$ cat config.mk
export PLATFORM = sky130hd
export DESIGN_NAME = pll_reset_sequencer
export DESIGN_NICKNAME = d
export VERILOG_FILES = /design/src/rtl/cdc_sync2.sv /design/src/rtl/pll_reset_sequencer.sv
export SDC_FILE = /design/constraint.sdc
export NUM_CORES = 1
export LEC_CHECK = 0
export BUFFER_PORTS_ARGS = -buffer_cell sky130_fd_sc_hd__buf_2
export CELL_PAD_IN_SITES_DETAIL_PLACEMENT = 1
export CELL_PAD_IN_SITES_GLOBAL_PLACEMENT = 1
export CORE_MARGIN = 5
export CORE_UTILIZATION = 47
export DETAILED_ROUTE_END_ITERATION = 12
export MAX_ROUTING_LAYER = met4
export PLACE_DENSITY = 0.89
export SYNTH_ARGS = -nofsm -noshare
export SYNTH_HDL_FRONTEND = slang
export SYNTH_SLANG_ARGS = --single-unit
$ cat constraint.sdc
create_clock -name i_clk -period 2.9 [get_ports i_clk]
set_input_delay 0.87 -clock i_clk [delete_from_list [all_inputs] [get_ports i_clk]]
set_output_delay 0.87 -clock i_clk [all_outputs]
set_load 0.05 [all_outputs]
$ cat src/rtl/cdc_sync2.sv
// rtl/cdc_sync2.sv - two-flop single-bit synchronizer with asynchronous clear
module cdc_sync2 (
    input  logic i_clk,
    input  logic i_rst,
    input  logic i_d,
    output logic o_q
);

    logic meta_q;
    logic sync_q;

    always_ff @(posedge i_clk or posedge i_rst) begin
        if (i_rst) begin
            meta_q <= 1'b0;
            sync_q <= 1'b0;
        end else begin
            meta_q <= i_d;
            sync_q <= meta_q;
        end
    end

    assign o_q = sync_q;

endmodule

$ cat src/rtl/pll_reset_sequencer.sv
// rtl/pll_reset_sequencer.sv - PLL reset / lock-wait / run sequencer driving core reset
module pll_reset_sequencer #(
    parameter int PLL_RST_CYCLES = 16,
    parameter int STABLE_CYCLES  = 1024,
    parameter int LOCK_TIMEOUT   = 65536
) (
    input  logic       i_clk,
    input  logic       i_rst,
    input  logic       i_locked,
    output logic       o_pll_rst,
    output logic       o_rst,
    output logic       o_ready,
    output logic [7:0] o_retries
);

    localparam int PW = $clog2(PLL_RST_CYCLES + 1);
    localparam int SW = $clog2(STABLE_CYCLES + 1);
    localparam int TW = $clog2(LOCK_TIMEOUT + 1);

    localparam logic [PW-1:0] PLL_LAST = PW'(PLL_RST_CYCLES - 1);
    localparam logic [SW-1:0] STAB_MAX = SW'(STABLE_CYCLES);
    localparam logic [TW-1:0] TO_MAX   = TW'(LOCK_TIMEOUT);

    localparam logic [1:0] ST_PLL_RST   = 2'd0;
    localparam logic [1:0] ST_WAIT_LOCK = 2'd1;
    localparam logic [1:0] ST_RUN       = 2'd2;

    logic          locked_s;
    logic [1:0]    state_q,   state_d;
    logic [PW-1:0] pll_cnt_q, pll_cnt_d;
    logic [SW-1:0] stab_cnt_q, stab_cnt_d;
    logic [TW-1:0] to_cnt_q,  to_cnt_d;
    logic [7:0]    retries_q, retries_d;
    logic          pll_rst_q, pll_rst_d;
    logic          rst_q,     rst_d;
    logic          ready_q,   ready_d;

    logic [SW-1:0] stab_next;
    logic [TW-1:0] to_next;
    logic [7:0]    retries_inc;

    cdc_sync2 u_lock_sync (
        .i_clk (i_clk),
        .i_rst (i_rst),
        .i_d   (i_locked),
        .o_q   (locked_s)
    );

    always_comb begin
        state_d     = state_q;
        pll_cnt_d   = pll_cnt_q;
        stab_cnt_d  = stab_cnt_q;
        to_cnt_d    = to_cnt_q;
        retries_d   = retries_q;
        pll_rst_d   = pll_rst_q;
        rst_d       = rst_q;
        ready_d     = ready_q;
        stab_next   = locked_s ? stab_cnt_q + SW'(1) : '0;
        to_next     = to_cnt_q + TW'(1);
        retries_inc = (retries_q == 8'hFF) ? retries_q : retries_q + 8'd1;

        case (state_q)
            ST_PLL_RST: begin
                if (pll_cnt_q == PLL_LAST) begin
                    state_d    = ST_WAIT_LOCK;
                    pll_cnt_d  = '0;
                    stab_cnt_d = '0;
                    to_cnt_d   = '0;
                    pll_rst_d  = 1'b0;
                end else begin
                    pll_cnt_d = pll_cnt_q + PW'(1);
                end
            end
            ST_WAIT_LOCK: begin
                stab_cnt_d = stab_next;
                to_cnt_d   = to_next;
                // Stability wins over a simultaneous timeout.
                if (stab_next == STAB_MAX) begin
                    state_d = ST_RUN;
                    rst_d   = 1'b0;
                    ready_d = 1'b1;
                end else if (to_next == TO_MAX) begin
                    state_d   = ST_PLL_RST;
                    pll_cnt_d = '0;
                    pll_rst_d = 1'b1;
                    retries_d = retries_inc;
                end
            end
            ST_RUN: begin
                if (!locked_s) begin
                    state_d   = ST_PLL_RST;
                    pll_cnt_d = '0;
                    pll_rst_d = 1'b1;
                    rst_d     = 1'b1;
                    ready_d   = 1'b0;
                    retries_d = retries_inc;
                end
            end
            default: begin
                state_d   = ST_PLL_RST;
                pll_cnt_d = '0;
                pll_rst_d = 1'b1;
                rst_d     = 1'b1;
                ready_d   = 1'b0;
            end
        endcase
    end

    always_ff @(posedge i_clk or posedge i_rst) begin
        if (i_rst) begin
            state_q    <= ST_PLL_RST;
            pll_cnt_q  <= '0;
            stab_cnt_q <= '0;
            to_cnt_q   <= '0;
            retries_q  <= '0;
            pll_rst_q  <= 1'b1;
            rst_q      <= 1'b1;
            ready_q    <= 1'b0;
        end else begin
            state_q    <= state_d;
            pll_cnt_q  <= pll_cnt_d;
            stab_cnt_q <= stab_cnt_d;
            to_cnt_q   <= to_cnt_d;
            retries_q  <= retries_d;
            pll_rst_q  <= pll_rst_d;
            rst_q      <= rst_d;
            ready_q    <= ready_d;
        end
    end

    assign o_pll_rst = pll_rst_q;
    assign o_rst     = rst_q;
    assign o_ready   = ready_q;
    assign o_retries = retries_q;

endmodule

==> metrics list <==
- The flow ran to the end, and the final reports show no timing, DRC or antenna violations.
- Critical path peak fanout: 7
- For this block, the initial DRC count from the detailed router was 127.
* Clock sink count: 48
- Post-CTS Setup Bufs: 0
- Hold Vio Cnt, Final: 0
- For the worst setup path, the data arrival time is 2960 ps.
- On the worst path, the slowest cell contributes a delay of 460 ps.
- Final critical path time including I/O delays and setup: 2760 ps
- From left edge to right edge, the die measures 87.1 µm.
- Worst r2r src: to_cnt_q[0]
- Clock latency on the worst-skew pair: 300 ps
- Measured in cells, the most critical reg-to-reg path has a length of 8.
* Layout-stage area growth over the synthesis result: 9.91%
* Count of boundary I/O pins: 14
- Worst-case setup margin in the final layout: 140 ps
- After detailed routing, the number of remaining DRC violations is 0.
- For this run, the detailed router's first-pass iteration total came to 4.
* Final core occ: 52.4%
- The tree is rooted in a sky130_fd_sc_hd__clkbuf_8.
* Initial Util: 47.7%
- Top-area cell type share of the netlist area: 41.3%
* Cells taking the most area after synthesis: sky130_fd_sc_hd__dfrtp_1 (41%), sky130_fd_sc_hd__o21ai_0 (7.0%), sky130_fd_sc_hd__nand2_1 (4.4%)
- Final-report max-slew violation count: 0
- Post-synthesis register bit count: 48
- Worst slew margin relative to its limit: 47.9%
- The min-delay analysis places its worst path in the category flop to flop.
- Once placement completed, the tool counted placed cells totaling 396.
- Cell Area, Placed: 0.00297 mm²
* Number of antenna violations at the first check in global routing: 0
- Final hold analysis gives a worst-case slack of 365 ps.
- Most numerous cell types in the synthesized netlist: sky130_fd_sc_hd__dfrtp_1 (46), sky130_fd_sc_hd__o21ai_0 (39), sky130_fd_sc_hd__nand2_1 (33)
- Entering global routing, the biggest net connects 25 pins.
* Standby leakage power: 1.36 nW
- Slack of the worst reg-to-reg path: 140 ps
- The worst register-to-register path ends at pll_cnt_q[0].
- The worst-case IR drop observed on VDD is 0.295 mV.
- In this run the number of H-tree levels came out at 2.
- For this run, asynchronously set or reset flops after synthesis account for 100%.
* Cts-stage hold buffer count: 0
- TritonCTS buffer count: 5
- In the final routed layout, each cell accounts on average for 18.2 µm.
- Full die area: 0.00758 mm²
- The first global-routing pass estimated 12.7 mm of wire.
- Of the cells placed in the final design, the portion with a size suffix greater than 1 is 14.6%.
- The final route contains 2476 vias.
- The worst setup path is launched from a flop.
- Critical-path cell with the highest stage delay: sky130_fd_sc_hd__dfrtp_1
- The congestion estimate from routability-driven global placement came to 0.799.
* DP Wirelength: 5.21 mm
- Library cells used by synthesis: 52
- Area occupied by multi-input gates: 0.00147 mm²
- The most used flip-flop cell after synthesis is sky130_fd_sc_hd__dfrtp_1.
- Summing every instance area after synthesis gives 0.00279 mm².
* Cell chain of the critical path: ha_1, nand4_2, nor4_4, mux2i_1, a31o_2, a41o_1, and2_2, mux2_4
* Start point of the worst min-delay path: u_lock_sync.meta_q
- The worst hold path passes through 0 cells.
- Fmax: 362 MHz
- Of the available clock period, the critical path in the final layout requires 95.2%.
* Power per cell area: 374 mW/mm²
- The setup path with the least slack is of type flop to flop.
* Fillcell total: 680
- The number of global-route vias before repair came to 2655.
- The worst hold path terminates at u_lock_sync.o_q.
- During placement, the flow inserted port buffers numbering 13.
- STA puts the critical path data required time at 3100 ps.
- The tool flagged a number of max-cap violations equal to 0.
- Library cell with the highest instance count after synthesis: sky130_fd_sc_hd__dfrtp_1
- After clock tree synthesis, the clock-pin slew on the worst setup and hold paths is 100 ps.
- In the final design database the tool counted 339 nets.
- Summing the sequential cell areas from Yosys gives 43.1% of the chip area.
- Non-filler cells, final: 404
* Residual overflow from global routing: 0
* Num rows: 28
- TritonCTS built the clock tree.
* Transition time at the pin with the least slew margin: 780 ps
- Tot GR Track Use: 21.7%
* Cell taking the most area after synthesis: sky130_fd_sc_hd__dfrtp_1
* Core ar.: 0.00585 mm²
- At the placement stage, the worst setup path has a slack of 153 ps.
- Using the TritonRoute via totals, the vias-per-cell ratio works out to 6.13.
* Remaining antenna violation count after routing: 0
- Number of buffers between clock root and the deepest sink: 2
- Synthesis produced a netlist with a net count of 323.
* Final Setup Violations: 0
- The number of antenna diodes in the final layout is 0.
- Number of enable-type register cells in the synthesized netlist: 0
* Die Span Y: 87.1 µm
* Wirelength, routed: 7.35 mm
- Syn_area_per_cell: 8.94 µm²
- Across the routed clock network, the largest skew measured is 8.17 ps.
- The sequential cells in the finished layout cover a total of 0.00120 mm².
- The finished cells cover 0.00307 mm².
- Warnings, synthesis: 0
* Crit path capture type: flop
- Number of instances in the synthesized netlist: 312
-- routing by layer --
metal  vias up  track usage (%)  wire (µm)
li1       1168                -          -
met1      1267             26.1       3190
met2        32             37.7       3910
met3         9             2.65        172
met4         0             6.94         86
met5         -                -          0
-- state kept, by name (all words and copies together) (netlist names) --
signal and cells:
o_retries 8, o_ready 1, u_lock_sync.meta_q 1, o_pll_rst 1, u_lock_sync.o_q 1, to_cnt_q 17, o_rst 1, pll_cnt_q 5
state_q 2, stab_cnt_q 11
-- critical path: cells and delay by family, from the launching register on --
family | cells | cell delay, ps
compound gates | 2 | 470
mux | 2 | 560
fa+ha+maj | 1 | 300
flops | 1 | 460
simple gates | 3 | 880
-- worst max-delay path by stage --
stage	from	endpoint	slack, ps
after detailed placement	to_cnt_q[0]	pll_cnt_q[0]	150
after CTS	to_cnt_q[0]	pll_cnt_q[0]	90
after floorplan	stab_cnt_q[0]	o_retries[1]	340
final	to_cnt_q[0]	pll_cnt_q[0]	140
after global routing	to_cnt_q[0]	pll_cnt_q[0]	-10
after global placement	stab_cnt_q[0]	pll_cnt_q[0]	250
-- kinds of logic (layout without fill, tap and decap cells) --
group | Yosys count | in the layout | synth area share [%]
DFF | 48 | 48 | 43.1
AOI/OAI and AO/OA | 81 | 81 | 17.9
and+or+nand+nor | 126 | 126 | 23.8
adders and majority gates | 8 | 8 | 3.59
buffers and inverters | 28 | 45 | 4.39
xor gates and xnor gates | 14 | 14 | 4.39
muxes | 7 | 7 | 2.74
-- placed cells by master (no fill, tap or decap), drive strengths merged, types with 2 or more instances in the layout --
cell	netlist	final
dfrtp	46	46
o21ai	40	40
nand2	33	33
buf	7	25
nand3	22	22
nor2	21	21
and3	14	14
inv	12	12
xnor2	11	11
nand4	11	11
a21oi	9	9
nor3	8	8
ha	8	8
a31oi	6	6
clkbuf	9	6
and2	5	5
mux2i	5	5
o31ai	4	4
nor4	4	4
and4	3	3
o41ai	3	3
xor2	3	3
a22o	3	3
a22oi	2	2
nand3b	2	2
o221ai	2	2
clkinvlp	0	2
dfstp	2	2
mux2	2	2
-- repair_timing --
| action | in CTS | in global routing |
|---|---|---|
| gates resized for setup | 0 | 2 |
| endpoints found under the setup margin | 0 | 1 |
| endpoints found under the hold margin | 0 | 0 |
-- cell type report --
cell class	instances	share of cell area, %
clock buffer	6	2.69
clock inverter	2	0.490
inverter	12	1.47
multi-input combinational	236	48.0
sequential	48	39.2
tap	75	3.06
timing repair buffer	25	5.06
-- stage by stage --
| stage | TNS (ps) | total power [mW] |
|---|---|---|
| 6_report | 0 | 1.15 |
| 3_5_place_dp | 0 | 0.732 |
| 2_1_floorplan | 0 | 0.718 |
| 4_1_cts | 0 | 1.15 |
| 5_1_grt | -13.5 | 1.19 |
| 3_3_place_gp | 0 | 0.730 |
-- power breakdown --
part | internal, mW | switching [mW] | total [mW]
clock network | 0.193 | 0.234 | 0.427
registers | 0.674 | 0.00735 | 0.681
logic | 0.0122 | 0.0263 | 0.0385
(Power assumes the default switching activity.)
